`src/rtl/teclado_pkg.sv`:
```
// Shared PS/2 scancode constants and decoder state encoding.
package teclado_pkg;

    localparam logic [7:0] ENTER = 8'h5A;
    localparam logic [7:0] OFF   = 8'h29;
    localparam logic [7:0] TEMP  = 8'h2C;
    localparam logic [7:0] SMOKE = 8'h33;
    localparam logic [7:0] BRK   = 8'hF0;
    localparam logic [7:0] EXT   = 8'hE0;

    localparam logic [7:0] DIG_0 = 8'h45;
    localparam logic [7:0] DIG_1 = 8'h16;
    localparam logic [7:0] DIG_2 = 8'h1E;
    localparam logic [7:0] DIG_3 = 8'h26;
    localparam logic [7:0] DIG_4 = 8'h25;
    localparam logic [7:0] DIG_5 = 8'h2E;
    localparam logic [7:0] DIG_6 = 8'h36;
    localparam logic [7:0] DIG_7 = 8'h3D;
    localparam logic [7:0] DIG_8 = 8'h3E;
    localparam logic [7:0] DIG_9 = 8'h46;

    typedef enum logic [1:0] {
        ST_IDLE  = 2'd0,
        ST_ARMED = 2'd1,
        ST_DIGIT = 2'd2
    } estado_t;

endpackage

```
`src/rtl/decodificador_comandos_tecla_a_digito.sv`:
```
// Combinational scancode to decimal digit lookup; zero latency, no backpressure.
module tecla_a_digito
    import teclado_pkg::*;
(
    input  logic [7:0] i_code,
    output logic       o_is_digit,
    output logic [3:0] o_value
);

    always_comb begin
        o_is_digit = 1'b1;
        o_value    = 4'd0;
        case (i_code)
            DIG_0:   o_value = 4'd0;
            DIG_1:   o_value = 4'd1;
            DIG_2:   o_value = 4'd2;
            DIG_3:   o_value = 4'd3;
            DIG_4:   o_value = 4'd4;
            DIG_5:   o_value = 4'd5;
            DIG_6:   o_value = 4'd6;
            DIG_7:   o_value = 4'd7;
            DIG_8:   o_value = 4'd8;
            DIG_9:   o_value = 4'd9;
            default: o_is_digit = 1'b0;
        endcase
    end

endmodule

```
`src/rtl/decodificador_comandos.sv`:
```
// Keyboard command decoder: arms on Enter, sets mode and 1-2 digit current setpoint.
// Latency 1 cycle from key_valid; accepts a byte every cycle, no backpressure.
module decodificador_comandos
    import teclado_pkg::*;
#(
    parameter int CUR_MAX     = 99,
    parameter int CUR_W       = 7,
    parameter int TIMEOUT_CYC = 50_000_000
) (
    input  logic             clk,
    input  logic             reset,
    input  logic             key_valid,
    input  logic [7:0]       key_code,
    output logic             armed,
    output logic             temp_en,
    output logic             smoke_en,
    output logic [CUR_W-1:0] cur_val,
    output logic             cur_load,
    output logic             err
);

    localparam int               CNT_W     = (TIMEOUT_CYC > 2) ? $clog2(TIMEOUT_CYC) : 1;
    localparam logic [CNT_W-1:0] CNT_LAST  = CNT_W'(TIMEOUT_CYC - 1);
    localparam logic [6:0]       CUR_MAX_7 = 7'(CUR_MAX);

    estado_t          r_state;
    logic             r_brk_pend;
    logic [3:0]       r_tens;
    logic [CNT_W-1:0] r_cnt;
    logic             r_armed;
    logic             r_temp_en;
    logic             r_smoke_en;
    logic [CUR_W-1:0] r_cur_val;
    logic             r_cur_load;
    logic             r_err;

    logic       w_is_digit;
    logic [3:0] w_digit;
    logic [6:0] w_sum;
    logic       w_sat;
    logic [6:0] w_clamped;
    logic       w_cmd;
    logic       w_to_idle;

    tecla_a_digito u_tecla_a_digito (
        .i_code     (key_code),
        .o_is_digit (w_is_digit),
        .o_value    (w_digit)
    );

    assign w_sum     = ({3'b000, r_tens} * 7'd10) + {3'b000, w_digit};
    assign w_sat     = (w_sum > CUR_MAX_7);
    assign w_clamped = w_sat ? CUR_MAX_7 : w_sum;

    // A byte is a command only if it is not swallowed as a release code or prefix.
    assign w_cmd     = key_valid && !r_brk_pend && (key_code != BRK) && (key_code != EXT);
    // Off and idle expiry share one exit path; a key on the expiry edge cancels the timeout.
    assign w_to_idle = (r_state != ST_IDLE) &&
                       ((w_cmd && (key_code == OFF)) ||
                        (!key_valid && (r_cnt == CNT_LAST)));

    always_ff @(posedge clk or posedge reset) begin
        if (reset) begin
            r_state    <= ST_IDLE;
            r_brk_pend <= 1'b0;
            r_tens     <= 4'd0;
            r_cnt      <= '0;
            r_armed    <= 1'b0;
            r_temp_en  <= 1'b0;
            r_smoke_en <= 1'b0;
            r_cur_val  <= '0;
            r_cur_load <= 1'b0;
            r_err      <= 1'b0;
        end else begin
            r_cur_load <= 1'b0;
            r_err      <= 1'b0;
            if (w_to_idle) begin
                r_state    <= ST_IDLE;
                r_brk_pend <= 1'b0;
                r_tens     <= 4'd0;
                r_cnt      <= '0;
                r_armed    <= 1'b0;
                r_temp_en  <= 1'b0;
                r_smoke_en <= 1'b0;
                r_cur_val  <= '0;
            end else if (key_valid) begin
                r_cnt <= '0;
                if (r_brk_pend) begin
                    r_brk_pend <= 1'b0;
                end else if (key_code == BRK) begin
                    r_brk_pend <= 1'b1;
                end else if (w_cmd) begin
                    case (r_state)
                        ST_IDLE: begin
                            if (key_code == ENTER) begin
                                r_state <= ST_ARMED;
                                r_armed <= 1'b1;
                            end
                        end
                        ST_ARMED: begin
                            if (key_code == TEMP) begin
                                r_temp_en  <= 1'b1;
                                r_smoke_en <= 1'b0;
                            end else if (key_code == SMOKE) begin
                                r_smoke_en <= 1'b1;
                                r_temp_en  <= 1'b0;
                            end else if (w_is_digit) begin
                                r_tens  <= w_digit;
                                r_state <= ST_DIGIT;
                            end
                        end
                        ST_DIGIT: begin
                            r_state <= ST_ARMED;
                            if (w_is_digit) begin
                                r_cur_val  <= CUR_W'(w_clamped);
                                r_cur_load <= 1'b1;
                                r_err      <= w_sat;
                            end else if (key_code == ENTER) begin
                                r_cur_val  <= CUR_W'(r_tens);
                                r_cur_load <= 1'b1;
                            end else begin
                                r_err <= 1'b1;
                            end
                        end
                        default: begin
                            r_state <= ST_IDLE;
                            r_armed <= 1'b0;
                        end
                    endcase
                end
            end else if (r_state != ST_IDLE) begin
                r_cnt <= r_cnt + CNT_W'(1);
            end
        end
    end

    assign armed    = r_armed;
    assign temp_en  = r_temp_en;
    assign smoke_en = r_smoke_en;
    assign cur_val  = r_cur_val;
    assign cur_load = r_cur_load;
    assign err      = r_err;

endmodule

```
`config.mk`:
```
export PLATFORM = sky130hd
export DESIGN_NAME = decodificador_comandos
export DESIGN_NICKNAME = d
export VERILOG_FILES = /design/src/rtl/teclado_pkg.sv /design/src/rtl/decodificador_comandos_tecla_a_digito.sv /design/src/rtl/decodificador_comandos.sv
export SDC_FILE = /design/constraint.sdc
export NUM_CORES = 1
export LEC_CHECK = 0
export BUFFER_PORTS_ARGS = -buffer_cell sky130_fd_sc_hd__clkbuf_2
export CORE_ASPECT_RATIO = 1.25
export CORE_MARGIN = 1.5
export CORE_UTILIZATION = 40
export CTS_BUF_LIST = sky130_fd_sc_hd__clkbuf_16
export DETAILED_ROUTE_END_ITERATION = 6
export GPL_TIMING_DRIVEN = 0
export SYNTH_ARGS = -nofsm -noshare
export SYNTH_HDL_FRONTEND = slang
export SYNTH_SLANG_ARGS = --single-unit
```
`constraint.sdc`:
```
create_clock -name clk -period 4.75 [get_ports clk]
set_input_delay 0.7125 -clock clk [delete_from_list [all_inputs] [get_ports clk]]
set_output_delay 0.7125 -clock clk [all_outputs]
set_load 0.05 [all_outputs]
```
== Word level (Yosys, flattened, before mapping) ==
Index checks and enable logic that the tools add are counted.

* Logic and storage cells: 145
* Input bits: 11
* Output and inout bits: 12
* Register bits after elaboration: 45

* Equality and inequality tests: 29
* Mux-type cells: 76
* $lt $le $gt $ge: 1
* Add/sub/neg operators: 2
* Reduce and logical (&&, ||, !) cells: 26
* Multiply operators: 1

{| class="wikitable"
|+ Operators with widths
! cell !! count
|-
| $mux W26 || 3
|-
| $eq A8 B6 Y1 const B || 9
|-
| $mux W7 || 9
|-
| $mux W1 || 43
|-
| $mux W4 || 9
|-
| $pmux W4 S9 || 1
|-
| $add A26 B1 Y26 const B || 1
|-
| $eq A26 B26 Y1 const B || 1
|-
| $eq A8 B7 Y1 const B || 3
|-
| $mux W2 || 9
|-
| $reduce_and A6 Y1 || 3
|-
| $eq A8 B5 Y1 const B || 2
|-
| $ne A8 B8 Y1 const B || 2
|-
| $reduce_and A8 Y1 || 2
|-
| $reduce_bool A2 Y1 || 6
|-
| $reduce_or A10 Y1 || 1
|-
| $ne A3 B3 Y1 const B || 3
|-
| $reduce_bool A3 Y1 || 3
|-
| $eq A8 B8 Y1 const B || 1
|-
| $add A7 B4 Y7 || 1
|-
| $gt A7 B7 Y1 const B || 1
|-
| $logic_and A1 B1 Y1 || 6
|-
| $mul A4 B3 Y6 const B || 1
|-
| $ne A2 B2 Y1 const B || 3
|-
| other kinds (10) || 12
|}

== Logic depth before layout (Yosys ltp) ==
Gate-level depths: netlist of run 1.

* Word-level depth: 12
* Gate-level depth with buffers: 13
* Depth with buffers taken out: 12

== By module ==
A second synthesis of run 1 with hierarchy kept.

* Cells, all modules: 314
* Area, all modules: 2847.7 um^2

{| class="wikitable"
|+ By module, submodules not included
! module !! times used !! seq. area each (um^2) !! area an instance (um^2) !! cells an instance
|-
| decodificador_comandos || 1 || 1126.1 || 2642.5 || 282
|-
| tecla_a_digito || 1 || 0.0 || 205.2 || 32
|}

== Least setup slack after synthesis of run 1 ==
No wires, ideal clock.

* Kind: input to register
* From: input key_code[5]
* To: register r_cur_val[1] (netlist: cur_val[1])
* Setup time: 0.119 ns
* Arrival time: 3.085 ns
* Stages on the path: 13
* Path slack: 1.546 ns
* Cells stage by stage: buf_4 -> nand2b_1 -> nor2_1 -> a22o_1 -> ha_1 -> inv_1 -> fa_1 -> xor2_1 -> nand2_1 -> a311o_1 -> o21ai_0 -> and3b_2 -> o2bb2ai_2

* Word-level cells in the longest chain between the ends: 12

{| class="wikitable"
|+ RTL lines
! what !! RTL line !! text
|-
| start, declared || decodificador_comandos.sv:13 || <nowiki>input logic [7:0] key_code,</nowiki>
|-
| $eq A8 B7 Y1 (tied with other cells) || decodificador_comandos_tecla_a_digito.sv:13 || <nowiki>case (i_code)</nowiki>
|-
| $pmux W4 S9 || decodificador_comandos_tecla_a_digito.sv:13 ||
|-
| $add A7 B4 Y7 || decodificador_comandos.sv:51 || <nowiki>assign w_sum = ({3'b000, r_tens} * 7'd10) + {3'b000, w_digit};</nowiki>
|-
| $gt A7 B7 Y1 || decodificador_comandos.sv:52 || <nowiki>assign w_sat = (w_sum > CUR_MAX_7);</nowiki>
|-
| $mux W7 || decodificador_comandos.sv:53 || <nowiki>assign w_clamped = w_sat ? CUR_MAX_7 : w_sum;</nowiki>
|-
| $mux W7 || decodificador_comandos.sv:114 || <nowiki>if (w_is_digit) begin</nowiki>
|-
| $mux W7 || decodificador_comandos.sv:93 || <nowiki>case (r_state)</nowiki>
|-
| $mux W7 || decodificador_comandos.sv:92 || <nowiki>end else if (w_cmd) begin</nowiki>
|-
| $mux W7 || decodificador_comandos.sv:90 || <nowiki>end else if (key_code == BRK) begin</nowiki>
|-
| $mux W7 || decodificador_comandos.sv:88 || <nowiki>if (r_brk_pend) begin</nowiki>
|-
| $mux W7 || decodificador_comandos.sv:86 || <nowiki>end else if (key_valid) begin</nowiki>
|-
| $mux W7 || decodificador_comandos.sv:77 || <nowiki>if (w_to_idle) begin</nowiki>
|-
| end signal, assigned || decodificador_comandos.sv:115 || <nowiki>r_cur_val <= CUR_W'(w_clamped);</nowiki>
|-
| end signal, assigned || decodificador_comandos.sv:119 || <nowiki>r_cur_val <= CUR_W'(r_tens);</nowiki>
|-
| end, declared || decodificador_comandos.sv:33 || <nowiki>logic [CUR_W-1:0] r_cur_val;</nowiki>
|}

Several ways; a longest one is shown, not always the timed one. The select of a mux whose other input is x is not followed.
A chain may end at the register's enable or synchronous reset.

== Final worst setup path of run 1 ==
* From: input key_code[7]
* To: register r_cur_val[0] (netlist: cur_val[0])

Same word-level chain as after synthesis.

==> impl_metrics.json, run 1 <==
{
  "syn_area_per_cell_um2": 9.80,
  "setup_violations": 0,
  "antenna_cells": 0,
  "ant_nets": 0,
  "fin_setup_tns_ns": 0,
  "routed_wl_mm": 6.13,
  "yosysSeqAreaShare": 0.384,
  "syn_area_um2": 2930,
  "met2_length_mm": 3.18,
  "final_util": 0.473,
  "switching_share": 0.277,
  "cp_data_required_time_ns": 4.93,
  "path_cells": "clkbuf_2 > nand2b_1 > nor2_1 > a22o_1 > ha_1 > inv_1 > fa_1 > xor2_1 > nand2_1 > a311o_1 > o21ai_0 > and3b_2 > o2bb2ai_2",
  "cell_internal_pwr_mw": 0.718,
  "first_pass_iters": 4,
  "async_flop_share": 1.00,
  "fmax_ghz": 0.280,
  "rsz0062_at_grt": "false",
  "cts_tree": "built",
  "final.min_clock_period_ns": 3.58,
  "highest_layer": "met4",
  "drt_iter0_drc": 73,
  "synth_top_area_share": 0.384,
  "die_h_um": 98.7,
  "cts_max_level": 2,
  "m1WireLength_mm": 2.74,
  "cts_buffer_depth": 2,
  "antenna_found_initial": 0,
  "post_drt_via_cell_ratio": 5.42,
  "crit_arrival_ns": 3.76,
  "clkPwrFrac": 0.386,
  "synthTopCellsByArea": "dfrtp_1 (38%), xor2_1 (6.6%), nor2_1 (6.3%)",
  "slowest_stage": "o21ai_0",
  "critPathBufInv": 2,
  "synth_cell_types": 62,
  "ir_drop_mv": 0.178,
  "rows": 34,
  "cts_hold_repair.buffers": 0,
  "synth_most_common_cell": "nor2_1",
  "p_leak_nw": 1.49,
  "max_slew_margin": 0.459,
  "cts-resized-gates": 0,
  "cap_violations": 0,
  "fin_area_um2": 3320,
  "p_switching_mw": 0.276,
  "min_path_type": "input pin to asynchronous set/reset pin",
  "clk_latency_ns": 0.29,
  "start_util": 0.417,
  "finalCritPeriodShare": 0.753,
  "synth_edf_count": 0,
  "grt_pass1_vias": 2294,
  "clock_skew_ns": 0.0108,
  "vias": 2260,
  "syn-num-nets": 323,
  "ys_ff_latch": 45,
  "dr_wl_met3_um": 120,
  "post_drt_wl_per_cell_um": 14.7,
  "cts_root_buf": "clkbuf_16",
  "fp.dieW_um": 79.6,
  "slowest_delay_ns": 0.45,
  "cts_sinks": 45,
  "hold_viol": 0,
  "ys_top_cells_by_count": "nor2_1 (49), dfrtp_1 (45), xor2_1 (22)",
  "area_delta_synth_final_pct": 13.4,
  "grt_pass1_wl_mm": 10.8,
  "crit_path_end_kind": "register",
  "critPathKind": "input pin to register",
  "drcViolationCount": 0,
  "pwr-share-comb": 0.189,
  "grt-ovfl-total": 0,
  "p_seq_frac": 0.425,
  "yosys_warnings": 0,
  "routabilityCongestion": 0.800,
  "worst_setup_path_start_kind": "input pin",
  "core_area_um2": 7020,
  "synth_cells": 299,
  "grt_start_max_net_pins": 43,
  "cts_buffers": 5,
  "worst-path-max-fanout": 6,
  "cts_setup_buffers": 0,
  "grt.total_usage": 0.172,
  "nNetsFinal": 351,
  "io_pins": 23,
  "hpwlAfterDp_mm": 4.57,
  "status": "finished clean",
  "numPortBuffers": 20,
  "powerDensity_nw_per_um2": 299,
  "yosysTopAreaCell": "dfrtp_1",
  "placed_area_um2": 3160,
  "ff2ff_setup_slack_ns": 1.74,
  "maxSlewViolCount": 0,
  "die_area_um2": 7850,
  "drive_gt1_frac": 0.183,
  "ys.flop_type": "dfrtp_1",
  "clk_pin_slew_ns": 0.06,
  "worstMarginPinSlew_ns": 0.806,
  "path_delay_family": "compound AO/OA/AOI/OAI gates"
}
==> layout make-up <==
type                       instances  area (um2)
buffer                             8        70.1
clock buffer                       5         125
clock inverter                     2        35.0
fill                             697        3700
inverter                          10        42.5
multi-input combinational        236        1690
sequential                        45        1130
tap                               90         113
timing repair buffer              21         120
==> sequential cells by signal, summed over array words and instances (netlist names) <==
name and cells:
armed 1, err 1, cur_val 7, r_brk_pend 1, temp_en 1, r_cnt 26
cur_load 1, r_state 2, r_tens 4, smoke_en 1
==> final timing paths <==
check / startpoint / cells past startpoint / endpoint
worst max-delay path: key_code[7] / 13 / cur_val[0]$_DFFE_PP0P_
worst min-delay path: reset / 2 / cur_val[5]$_DFFE_PP0P_
max in group asynchronous: reset / 3 / r_cnt[3]$_DFFE_PP0P_
worst min register to register: cur_val[3]$_DFFE_PP0P_ / 1 / cur_val[3]$_DFFE_PP0P_
worst max register to register: r_tens[1]$_DFFE_PP0P_ / 9 / cur_val[0]$_DFFE_PP0P_
min in group clk: cur_val[3]$_DFFE_PP0P_ / 1 / cur_val[3]$_DFFE_PP0P_
==> per-layer routing <==
layer / vias to the layer above / global-route usage
li1: 1119 / -
met1: 1104 / 0.209
met2: 31 / 0.306
met3: 6 / 0.0222
met4: 0 / 0.0607
met5: - / 0
==> power by group through the flow <==
stage               sequential [mW]  clock, mW  combinational, mW
finish                        0.422      0.384              0.188
detailed placement            0.428          0              0.190
global placement              0.428          0              0.183
CTS                           0.422      0.396              0.191
floorplan                     0.437          0              0.135
global route                  0.424      0.410              0.212
==> cells in the final DEF (no fill, tap or decap), types with 3 or more instances in the layout <==
cell / count
nand3_1: 13
and4_1: 4
clkbuf_16: 5
nand4_1: 10
clkbuf_2: 20
nand2b_1: 8
dfrtp_1: 45
o21ai_0: 6
xor2_1: 22
nor2_1: 49
a21oi_1: 10
nor3_1: 5
ha_1: 11
buf_6: 4
and3_1: 5
nor2b_1: 6
and2_1: 3
mux2i_1: 6
a32oi_1: 3
xnor2_1: 11
nand2_1: 15
nor4_1: 3
inv_1: 8
==> stage by stage <==
stage / setup slack, ns / hold WS [ns] / cells / total power, mW
3_5_place_dp: 0.915 / 0.493 / 410 / 0.619
2_1_floorplan: 1.55 / 0.497 / 299 / 0.572
4_1_cts: 1.21 / 0.266 / 417 / 1.01
3_3_place_gp: 0.909 / 0.493 / 409 / 0.611
6_report: 1.17 / 0.270 / 417 / 0.994
5_1_grt: 1.00 / 0.274 / 417 / 1.05
==> cell families (layout without fill, tap and decap cells) <==
logic type,count (synthesis),after routing,share of synthesized area
multiplexers,7,7,0.0256
adder cells (fa/ha/maj),13,13,0.0606
AND/OR/NAND/NOR,138,138,0.261
AO/OA/AOI/OAI,45,45,0.132
XOR/XNOR,33,33,0.0986
buffers and inverters,18,46,0.0384
flip-flops,45,45,0.384
No activity file was read; power rests on OpenSTA's default activity.
==> run 2, diff against run 1 <==
- ABC_AREA: not set -> 1
- clock period: 4.75 -> 3.6 ns (I/O delays scaled with it)
==> run 2 against run 1 <==
- total power increased by 63%
- design area increased by 9.1%
- sequential power rose by 45%
- final cell count grew 40%
- clock-buffer cell count unchanged
- sequential share of layout area fell by 2.8 points
- critical path type unchanged
- largest power group unchanged
==> impl_metrics.json, run 2 <==
{
  "ff2ff_setup_slack_ns": 1.25,
  "io_pins": 23,
  "cap_violations": 0,
  "post_drt_wl_per_cell_um": 12.3,
  "clock_skew_ns": 0.00975,
  "setup_violations": 0,
  "grt.total_usage": 0.172,
  "synth_cell_types": 33,
  "critPathBufInv": 6,
  "clkPwrFrac": 0.287,
  "yosysSeqAreaShare": 0.348,
  "synth-compound-area-share": 0.0383,
  "regMostFlops": "r_cnt",
  "ant_nets": 0,
  "core_area_um2": 7840,
  "pwr-share-comb": 0.335,
  "max_slew_margin": 0.741,
  "synth-xor-area-share": 0.0434,
  "p_leak_nw": 1.91,
  "worstReg2RegEnd": "cur_val[0]$_DFFE_PP0P_",
  "antenna_cells": 0,
  "path_depth": 20,
  "largest_reg_flops": 26,
  "cts_buffers": 5,
  "finalCritPeriodShare": 0.734,
  "endpoint": "cur_val[1]$_DFFE_PP0P_",
  "rsz0062_at_grt": "false",
  "worst-r2r-cell-count": 12,
  "die_area_um2": 8630,
  "placed_area_um2": 3480,
  "switching_share": 0.381,
  "area_delta_synth_final_pct": 12.2,
  "grt-ovfl-total": 0,
  "ys.flop_type": "dfrtp_1",
  "syn-num-nets": 482,
  "nNetsFinal": 512,
  "antenna_found_initial": 0,
  "path_cells": "clkbuf_2 > inv_1 > nand2_1 > nor2_2 > nand2_1 > nand2_2 > nor2_8 > inv_1 > ha_1 > inv_1 > fa_1 > inv_1 > nand3_1 > nand3b_1 > nand2_1 > inv_1 > nand3_1 > nand3_1 > nand4_1 > nand2_1",
  "cts_sinks": 45,
  "routed_wl_mm": 7.16,
  "fin_area_um2": 3630,
  "cts_setup_buffers": 0,
  "cts_root_buf": "clkbuf_16",
  "routabilityCongestion": 0.851,
  "ys_ff_latch": 45,
  "rows": 36,
  "drcViolationCount": 0,
  "first_pass_iters": 4,
  "final.min_clock_period_ns": 2.64,
  "fmax_ghz": 0.378,
  "r2r-start": "r_tens[3]$_DFFE_PP0P_",
  "cts_buffer_depth": 2,
  "synth_edf_count": 0,
  "fin_setup_tns_ns": 0,
  "maxSlewViolCount": 0,
  "ir_drop_mv": 0.258,
  "final_cell_mix": "nand2_1 (118), nor2_1 (63), inv_1 (60), dfrtp_1 (45), nand3_1 (37)",
  "final_common_cell": "nand2_1",
  "grt_pass1_wl_mm": 12.1,
  "cell_internal_pwr_mw": 1.00,
  "synth.area.mux_share": 0,
  "syn_area_um2": 3230,
  "fp.dieW_um": 83.4,
  "drt_iter0_drc": 96,
  "worst-path-max-fanout": 8,
  "ys_top_cells_by_count": "nand2_1 (118), nor2_1 (63), inv_1 (61)",
  "grt_pass1_vias": 2753,
  "async_flop_share": 1.00,
  "cts_max_level": 2,
  "clk_latency_ns": 0.29,
  "crit_arrival_ns": 2.87,
  "yosysTopAreaCell": "dfrtp_1",
  "worstMarginPinSlew_ns": 0.385,
  "cp_data_required_time_ns": 3.82,
  "synthAdderAreaFrac": 0.0550,
  "crit_top_cell": "inv_1",
  "worst_setup_path_start_kind": "input pin",
  "numPortBuffers": 22,
  "synth_most_common_cell": "nand2_1",
  "powerDensity_nw_per_um2": 447,
  "synth-simple-area-share": 0.425,
  "syn_area_per_cell_um2": 7.06,
  "path_delay_family": "simple AND/OR/NAND/NOR gates",
  "hpwlAfterDp_mm": 5.54,
  "cts_tree": "built",
  "synth_cells": 458,
  "p_seq_frac": 0.379,
  "start_util": 0.412,
  "synth_top_area_share": 0.348,
  "cts_hold_repair.buffers": 0,
  "yosys_warnings": 0,
  "critPathKind": "input pin to register",
  "setup.worst_path.start": "key_code[4]",
  "crit_path_end_kind": "register",
  "slowest_stage": "fa_1",
  "clk_pin_slew_ns": 0.07,
  "vias": 2871,
  "p_switching_mw": 0.619,
  "hold_viol": 0,
  "slowest_delay_ns": 0.38,
  "grt_start_max_net_pins": 42,
  "synth_top_family_by_area": "simple AND/OR/NAND/NOR gates",
  "min_path_type": "input pin to asynchronous set/reset pin",
  "status": "finished clean",
  "synthTopCellsByArea": "dfrtp_1 (35%), nand2_1 (14%), nor2_1 (7.3%)",
  "cts-resized-gates": 0,
  "drive_gt1_frac": 0.157,
  "post_drt_via_cell_ratio": 4.92,
  "die_h_um": 103
}
run 2: cell types whose count changed after synthesis, moves of 8 or more:
cell      previous run  this run
nor2_1              49        63
nand2b_1             8         0
xor2_1              22        10
inv_2                0         8
nand2_1             15       118
inv_1                9        61
nand4_1             10        25
nand2_2              0        11
nand3_1             13        37
nor3_1               5        14
nor2_2               0        10
run 2: cells by family (layout without fill, tap and decap cells):
logic type,after synthesis,in the layout
AOI/OAI and AO/OA,20,20
adders and majority gates,13,13
xor gates and xnor gates,16,16
DFF,45,45
buffers and inverters,74,105
and+or+nand+nor,290,290
run 2: through the flow:
step                worst slack [ns]   util  total power [mW]  hold WS [ns]  instances
global placement               0.686  0.442              1.16         0.485        575
finish                         0.958  0.463              1.62         0.105        584
detailed placement             0.656  0.444              1.17         0.417        576
CTS                            0.946  0.463              1.64         0.109        584
global route                   0.678  0.463              1.74         0.121        584
floorplan                       1.06      -              1.04         0.485        458
run 2: how the worst min path moves through the flow:
stage,startpoint,to,slack (ns),depth (start not counted)
6_report,reset,cur_load$_DFF_PP0_,0.10,2
3_5_place_dp,reset,cur_load$_DFF_PP0_,0.42,2
4_1_cts,reset,cur_load$_DFF_PP0_,0.11,2
3_3_place_gp,cur_val[5]$_DFFE_PP0P_,cur_val[5]$_DFFE_PP0P_,0.48,2
5_1_grt,reset,cur_val[4]$_DFFE_PP0P_,0.12,2
2_1_floorplan,r_cnt[1]$_DFFE_PP0P_,r_cnt[1]$_DFFE_PP0P_,0.48,2
run 2: metal layers:
| metal | part of all wire | track usage | vias to the layer above | wire length, um |
|---|---|---|---|---|
| met5 | 0 | 0 | - | 0 |
| met4 | 0.017 | 0.0577 | 0 | 125 |
| met3 | 0.024 | 0.0238 | 14 | 173 |
| met2 | 0.50 | 0.330 | 43 | 3550 |
| met1 | 0.46 | 0.198 | 1298 | 3310 |
| li1 | - | - | 1516 | - |
run 2: final cells by class:
cell class                      instances  area, um2
Fill cell                             821       4210
Multi-Input combinational cell        339       1820
Sequential cell                        45       1130
Inverter                               69        259
Timing Repair Buffer                   23        130
Clock buffer                            5        125
Tap cell                               95        119
Buffer                                  5       30.0
Clock inverter                          3       21.3
run 2: worst register-to-register path: stages (launching register included):
cell	delay, ns
dfrtp_1	0.44
ha_1	0.30
ha_1	0.21
fa_1	0.52
nand2_1	0.08
nor2_1	0.09
nand2_1	0.05
nand3_1	0.06
nand2_1	0.11
nand3_1	0.15
nand3_1	0.09
nand4_1	0.09
nand2_1	0.05
run 2: power by group through the flow:
stage / combinational, mW / clock (mW) / sequential, mW
6_report: 0.543 / 0.465 / 0.614
4_1_cts: 0.548 / 0.475 / 0.615
3_3_place_gp: 0.538 / 0 / 0.624
5_1_grt: 0.622 / 0.493 / 0.622
3_5_place_dp: 0.542 / 0 / 0.625
2_1_floorplan: 0.361 / 0 / 0.675
